===== config.mk =====
export PLATFORM = sky130hd
export DESIGN_NAME = rv32_mod_load_store_unit
export DESIGN_NICKNAME = d
export VERILOG_FILES = /design/src/rtl/rv32_mod_load_store_unit.sv
export SDC_FILE = /design/constraint.sdc
export NUM_CORES = 1
export LEC_CHECK = 0
export BUFFER_PORTS_ARGS = -buffer_cell sky130_fd_sc_hd__buf_2
export CAP_MARGIN = 10
export CORE_UTILIZATION = 45
export CTS_CLUSTER_DIAMETER = 200
export CTS_CLUSTER_SIZE = 16
export DETAILED_ROUTE_END_ITERATION = 10
export PLACE_DENSITY = 0.86
export SLEW_MARGIN = 5
export SYNTH_ARGS = -nofsm -noshare
export SYNTH_HDL_FRONTEND = slang
export SYNTH_SLANG_ARGS = --single-unit

===== constraint.sdc =====
create_clock -name clk -period 4.1 [get_ports clk]
set_input_delay 0.205 -clock clk [delete_from_list [all_inputs] [get_ports clk]]
set_output_delay 0.205 -clock clk [all_outputs]
set_load 0.02 [all_outputs]

===== src/rtl/rv32_mod_load_store_unit.sv =====
// Load/store unit: runs one request/acknowledge data-bus access per start and
// returns sign/zero-extended load data.
// Optional feature macro: RV32_LSU_MISALIGN_TRAP_EN
//   defined   - misaligned accesses are aborted with err=1, misaligned=1
//   undefined - low address bits are forced aligned and the access proceeds
module rv32_mod_load_store_unit #(
  parameter int unsigned TIMEOUT_CYCLES = 255
) (
  input  logic        clk,
  input  logic        rst_n,
  input  logic        start,
  input  logic [3:0]  ram_req,
  input  logic        ram_wr,
  input  logic [31:0] addr,
  input  logic [31:0] wdata,
  output logic        busy,
  output logic        done,
  output logic [31:0] rdata,
  output logic        err,
  output logic        misaligned,
  output logic        bus_req,
  output logic        bus_we,
  output logic [31:0] bus_addr,
  output logic [3:0]  bus_be,
  output logic [31:0] bus_wdata,
  input  logic        bus_ack,
  input  logic [31:0] bus_rdata,
  input  logic        bus_err
);

  localparam int unsigned CntW = (TIMEOUT_CYCLES > 1) ? $clog2(TIMEOUT_CYCLES) : 1;

  typedef enum logic [1:0] {StIdle, StReq, StResp} state_e;

  state_e          state_q;
  logic [2:0]      f3_q;
  logic [1:0]      off_q;
  logic [CntW-1:0] cnt_q;
  logic            busy_q, done_q, err_q, bus_req_q, bus_we_q;
  logic [31:0]     rdata_q, bus_addr_q, bus_wdata_q;
  logic [3:0]      bus_be_q;

  logic [2:0]      f3;
  logic            illegal;
  logic [1:0]      eff_off;
  logic [3:0]      be_next;
  logic [31:0]     wdata_next;
  logic [7:0]      lane_b;
  logic [15:0]     lane_h;
  logic [31:0]     load_ext;
  logic            timeout_hit;

  assign f3 = ram_req[2:0];

  // Decode of the request presented with start
  always_comb begin
    illegal = ram_req[3] | (f3 == 3'b011) | (f3[2:1] == 2'b11) | (ram_wr & f3[2]);
    // Halves ignore addr[0] and words ignore addr[1:0]: this is the forced alignment
    unique case (f3[1:0])
      2'b00:   eff_off = addr[1:0];
      2'b01:   eff_off = {addr[1], 1'b0};
      default: eff_off = 2'b00;
    endcase
    unique case (f3[1:0])
      2'b00: begin
        be_next    = 4'b0001 << eff_off;
        wdata_next = {4{wdata[7:0]}};
      end
      2'b01: begin
        be_next    = 4'b0011 << eff_off;
        wdata_next = {2{wdata[15:0]}};
      end
      default: begin
        be_next    = 4'b1111;
        wdata_next = wdata;
      end
    endcase
  end

`ifdef RV32_LSU_MISALIGN_TRAP_EN
  logic mis;
  logic misaligned_q;
  assign mis = ((f3[1:0] == 2'b01) & addr[0]) | ((f3[1:0] == 2'b10) & (addr[1:0] != 2'b00));
  assign misaligned = misaligned_q;
`else
  assign misaligned = 1'b0;
`endif

  // Lane select and extension of the returned bus word
  always_comb begin
    lane_b = bus_rdata[{off_q, 3'b000} +: 8];
    lane_h = bus_rdata[{off_q[1], 4'b0000} +: 16];
    unique case (f3_q)
      3'b000:  load_ext = {{24{lane_b[7]}}, lane_b};
      3'b001:  load_ext = {{16{lane_h[15]}}, lane_h};
      3'b100:  load_ext = {24'h0, lane_b};
      3'b101:  load_ext = {16'h0, lane_h};
      default: load_ext = bus_rdata;
    endcase
  end

  assign timeout_hit = (TIMEOUT_CYCLES != 0) && (cnt_q == CntW'(TIMEOUT_CYCLES - 1));

  // Access sequencer with registered outputs
  always_ff @(posedge clk or negedge rst_n) begin
    if (!rst_n) begin
      state_q     <= StIdle;
      f3_q        <= 3'b000;
      off_q       <= 2'b00;
      cnt_q       <= '0;
      busy_q      <= 1'b0;
      done_q      <= 1'b0;
      err_q       <= 1'b0;
      rdata_q     <= 32'h0;
      bus_req_q   <= 1'b0;
      bus_we_q    <= 1'b0;
      bus_addr_q  <= 32'h0;
      bus_be_q    <= 4'h0;
      bus_wdata_q <= 32'h0;
`ifdef RV32_LSU_MISALIGN_TRAP_EN
      misaligned_q <= 1'b0;
`endif
    end else begin
      done_q <= 1'b0;
      unique case (state_q)
        StIdle: begin
          if (start) begin
            err_q <= 1'b0;
`ifdef RV32_LSU_MISALIGN_TRAP_EN
            misaligned_q <= 1'b0;
`endif
            if (illegal) begin
              state_q <= StResp;
              done_q  <= 1'b1;
              err_q   <= 1'b1;
`ifdef RV32_LSU_MISALIGN_TRAP_EN
            end else if (mis) begin
              state_q      <= StResp;
              done_q       <= 1'b1;
              err_q        <= 1'b1;
              misaligned_q <= 1'b1;
`endif
            end else begin
              state_q     <= StReq;
              busy_q      <= 1'b1;
              bus_req_q   <= 1'b1;
              cnt_q       <= '0;
              f3_q        <= f3;
              off_q       <= eff_off;
              bus_we_q    <= ram_wr;
              bus_addr_q  <= {addr[31:2], 2'b00};
              bus_be_q    <= be_next;
              bus_wdata_q <= wdata_next;
            end
          end
        end
        StReq: begin
          if (bus_ack) begin
            state_q   <= StResp;
            done_q    <= 1'b1;
            busy_q    <= 1'b0;
            bus_req_q <= 1'b0;
            err_q     <= bus_err;
            if (!bus_we_q && !bus_err) begin
              rdata_q <= load_ext;
            end
          end else if (timeout_hit) begin
            state_q   <= StResp;
            done_q    <= 1'b1;
            busy_q    <= 1'b0;
            bus_req_q <= 1'b0;
            err_q     <= 1'b1;
          end else begin
            cnt_q <= cnt_q + 1'b1;
          end
        end
        default: begin
          state_q <= StIdle;
        end
      endcase
    end
  end

  assign busy      = busy_q;
  assign done      = done_q;
  assign rdata     = rdata_q;
  assign err       = err_q;
  assign bus_req   = bus_req_q;
  assign bus_we    = bus_we_q;
  assign bus_addr  = bus_addr_q;
  assign bus_be    = bus_be_q;
  assign bus_wdata = bus_wdata_q;

endmodule


==> key figures <==
Status
  • Run status: finished clean

Min path
  • Beginning of the worst hold path: addr[18]
  • Worst min path class: input port to register
  • Hold endpoint: bus_addr[18]
  • Hold Path Stages: 2

STA
  • Fmax: 429.3 MHz
  • Clock Skew: 5.796 ps
  • Crit path time final: 2330 ps
  • Fin crit share: 56.82%
  • Slew margin rel.: 27.57%
  • Final setup vio count: 0
  • Final hold violations: 0
  • Least-Margin Pin Slew: 1084 ps
  • RSZ-0062 raised after global routing: no
  • Max Transition Viols Final: 0
  • TNS Setup: 0 ps

Die
  • Core ar.: 11960 um^2
  • Die X: 112.5 um
  • FP Rows: 40
  • Die H: 112.5 um
  • # IOs: 212
  • Initial Util: 45.95%
  • Die area: 12660 um^2

CTS
  • Setup Fix Bufs, Post-CTS: 0
  • Clk_lat worst skew: 400 ps
  • CTS H-tree depth: 4
  • Bufs on Longest Clock Path: 2
  • Clock Sinks: 117
  • CTS tree: yes
  • Total CTS buffers: 17
  • CTS root buf: clkbuf_16
  • Clk slew on worst S/H paths: 50 ps
  • Post-CTS Hold Fix Bufs: 1
  • Cts repair resizes: 0

Setup path
  • CP Data Required Time: 4350 ps
  • Crit-path slowest cell: or3_1
  • Worst Path Max Fanout: 25
  • Crit end category: register
  • Cell Chain, Critical Path: nand2b_1 > or3_1 > a21oi_4 > a21oi_1
  • FF-to-FF setup slack: 1770 ps
  • CP Class: register to register
  • Worst EP arrival: 2580 ps
  • Reg2reg start: state_q[1]
  • Startpoint types: register
  • RR Endpoint: rdata[25]
  • Worst setup path start: state_q[1]
  • Cells on worst reg2reg path: 4
  • Crit-path max cell delay: 780 ps

Logic synthesis
  • Synth Area in XOR/XNOR: 0%
  • Synth Area in Compound Gates: 14.68%
  • Avg Inst Size Synth: 10.69 um^2
  • Post-Synthesis Cells: 514
  • Post-synth ARST share: 100.0%
  • Post-synth EDFFs: 0
  • Ys flop type: dfrtp_1
  • Register bit count reported by yosys: 117
  • Synth area leaders: dfrtp_1, mux2_2, mux2i_1, o21ai_0, nand2_1
  • Main combinational cell family by area after synthesis: multiplexers
  • Post-synthesis sequential area ratio: 53.27%
  • Share of the synthesized area in the top cell type: 53.27%
  • Netlist cell types: 43
  • Largest area contributor in the netlist: dfrtp_1
  • Simple-gate share of the synthesized area: 10.93%
  • Synth Area in Adders: 0.4553%
  • Synth warn: 0
  • Mux share of post-synthesis cell area: 16.09%
  • Synthesized area: 5497 um^2

Power
  • Cell-internal power: 3.196 mW
  • Net Sw Power: 1.771 mW
  • Worst vdd ir: 0.0003801 V
  • Power Density: 691.2 nW/um^2
  • Gate power share: 32.8%
  • Lkg Pwr: 3.561 nW
  • Pwr Total: 4.967 mW
  • Clock share of power: 30.4%
  • Reg power frac: 36.8%
  • Sw Share: 35.65%

Routing
  • DR vias/cell: 5.413
  • DRC: 0
  • DR WL/cell: 16.40 um
  • DRT antenna net count: 0
  • Final wirelength: 14280 um
  • Initial DRC Count: 352
  • Drt pass-1 iters: 4
  • Vias: 4715

Cells and area
  • # diodes: 0
  • Fillers: 1038
  • Commonest non-fill, non-tap cell in the layout: buf_2
  • Area delta synth->final: 30.73%
  • Design area: 7186 um^2
  • Final Instance Count excl. Fillers: 871
  • Final-stage net count: 819
  • Ratio of cells with drive above 1 in the final layout: 41.44%
  • Most frequent cells in the layout: buf_2, dfrtp_1, nand2_1

Placed design
  • Post-DP HPWL: 10210 um
  • PortBufs: 208
  • Dpl cells: 838
  • Placer congestion estimate: 0.8327
  • DP Area: 6563 um^2

Global route
  • GR Util met2: 40.54%
  • Gr busiest metal: met2
  • GRT overflow: 0
  • Total GRT Usage: 23.17%
  • Vias in the first global route: 4588
  • Met3 GRT Util: 6.263%
  • First-pass GRT wire length: 22670 um
  • Met1 GRT Util: 26.38%
  • Largest net degree at the start of global routing: 58
  • Initial antenna violation count: 0

Run
  • Max cap viols: 0
-- worst max-delay path by stage --
stage | to | slack, ps | cells past startpoint
6_report | rdata[25] | 1770 | 4
4_1_cts | rdata[25] | 1800 | 4
3_5_place_dp | rdata[25] | 1820 | 4
2_1_floorplan | rdata[21] | 2430 | 7
3_3_place_gp | bus_addr[5] | 1870 | 5
5_1_grt | rdata[25] | 1630 | 4
-- routing by layer --
layer | vias to the layer above | wire length (um)
li1 | 2199 | -
met1 | 2271 | 5786
met2 | 214 | 7145
met3 | 31 | 931
met4 | 0 | 417
met5 | - | 0
-- power by group through the flow --
stage | sequential, mW | combinational [mW] | clock (mW)
2_1_floorplan | 2.26 | 0.597 | 0
3_3_place_gp | 1.82 | 1.59 | 0
3_5_place_dp | 1.84 | 1.63 | 0
4_1_cts | 1.83 | 1.64 | 1.54
5_1_grt | 1.87 | 1.77 | 1.60
6_report | 1.83 | 1.63 | 1.51
-- cells in the mapped netlist (2+ instances only) --
library cell and n:
dfrtp_1 117, nand2_1 66, o21ai_0 51, mux2_2 49, nor2_1 39, a21oi_1 32, mux2i_1 31, clkbuf_1 15
buf_2 11, o21a_1 11, o31ai_1 9, inv_1 8, nor3b_1 8, a21boi_0 7, a311oi_1 7, buf_4 6
nand2b_1 6, buf_6 5, a41oi_1 3, nand3_1 3, nor2b_1 3, a31o_2 2, a31oi_1 2, ha_1 2
nand4_1 2, or3_1 2
-- final cells by class --
| type | count | area [um^2] | share of cell area, % |
|---|---|---|---|
| inverters | 8 | 30.03 | 0.4179 |
| multi-input cells | 353 | 2340 | 32.56 |
| clock buffers | 24 | 491.7 | 6.843 |
| flip-flops and latches | 117 | 2928 | 40.75 |
| repair buffers | 214 | 1091 | 15.18 |
| clock inverters | 8 | 121.4 | 1.689 |
| well taps | 147 | 183.9 | 2.560 |
-- flip-flops by register name (all words and copies together), names as in the netlist --
register and count:
off_q 2, bus_be 4, err 1, rdata 32, cnt_q 8, bus_we 1, state_q 2, f3_q 3
bus_req 1, bus_addr 30, bus_wdata 32, done 1
-- critical path, delay by kind of cell, from the launching register on --
kind	cells	cell delay [ps]
AO/OA/AOI/OAI	2	670
flip-flops	1	420
AND/OR/NAND/NOR	2	1080
-- per-stage QoR --
stage               setup slack, ps  hold slack [ps]  utilization (%)
finish                         1770            31.46            60.07
global route                   1630            14.13            60.07
CTS                            1800            15.74            60.07
detailed placement             1823            305.0            54.86
global placement               1875            301.7            54.86
floorplan                      2432           -90.59                -
-- kinds of logic (layout without fill, tap and decap cells) --
| family | Yosys count | count (layout) |
|---|---|---|
| simple gates | 136 | 136 |
| mux | 81 | 81 |
| compound gates | 131 | 131 |
| other cells | 1 | 3 |
| flops | 117 | 117 |
| buf+inv | 46 | 254 |
| fa+ha+maj | 2 | 2 |
(Power assumes the default switching activity.)
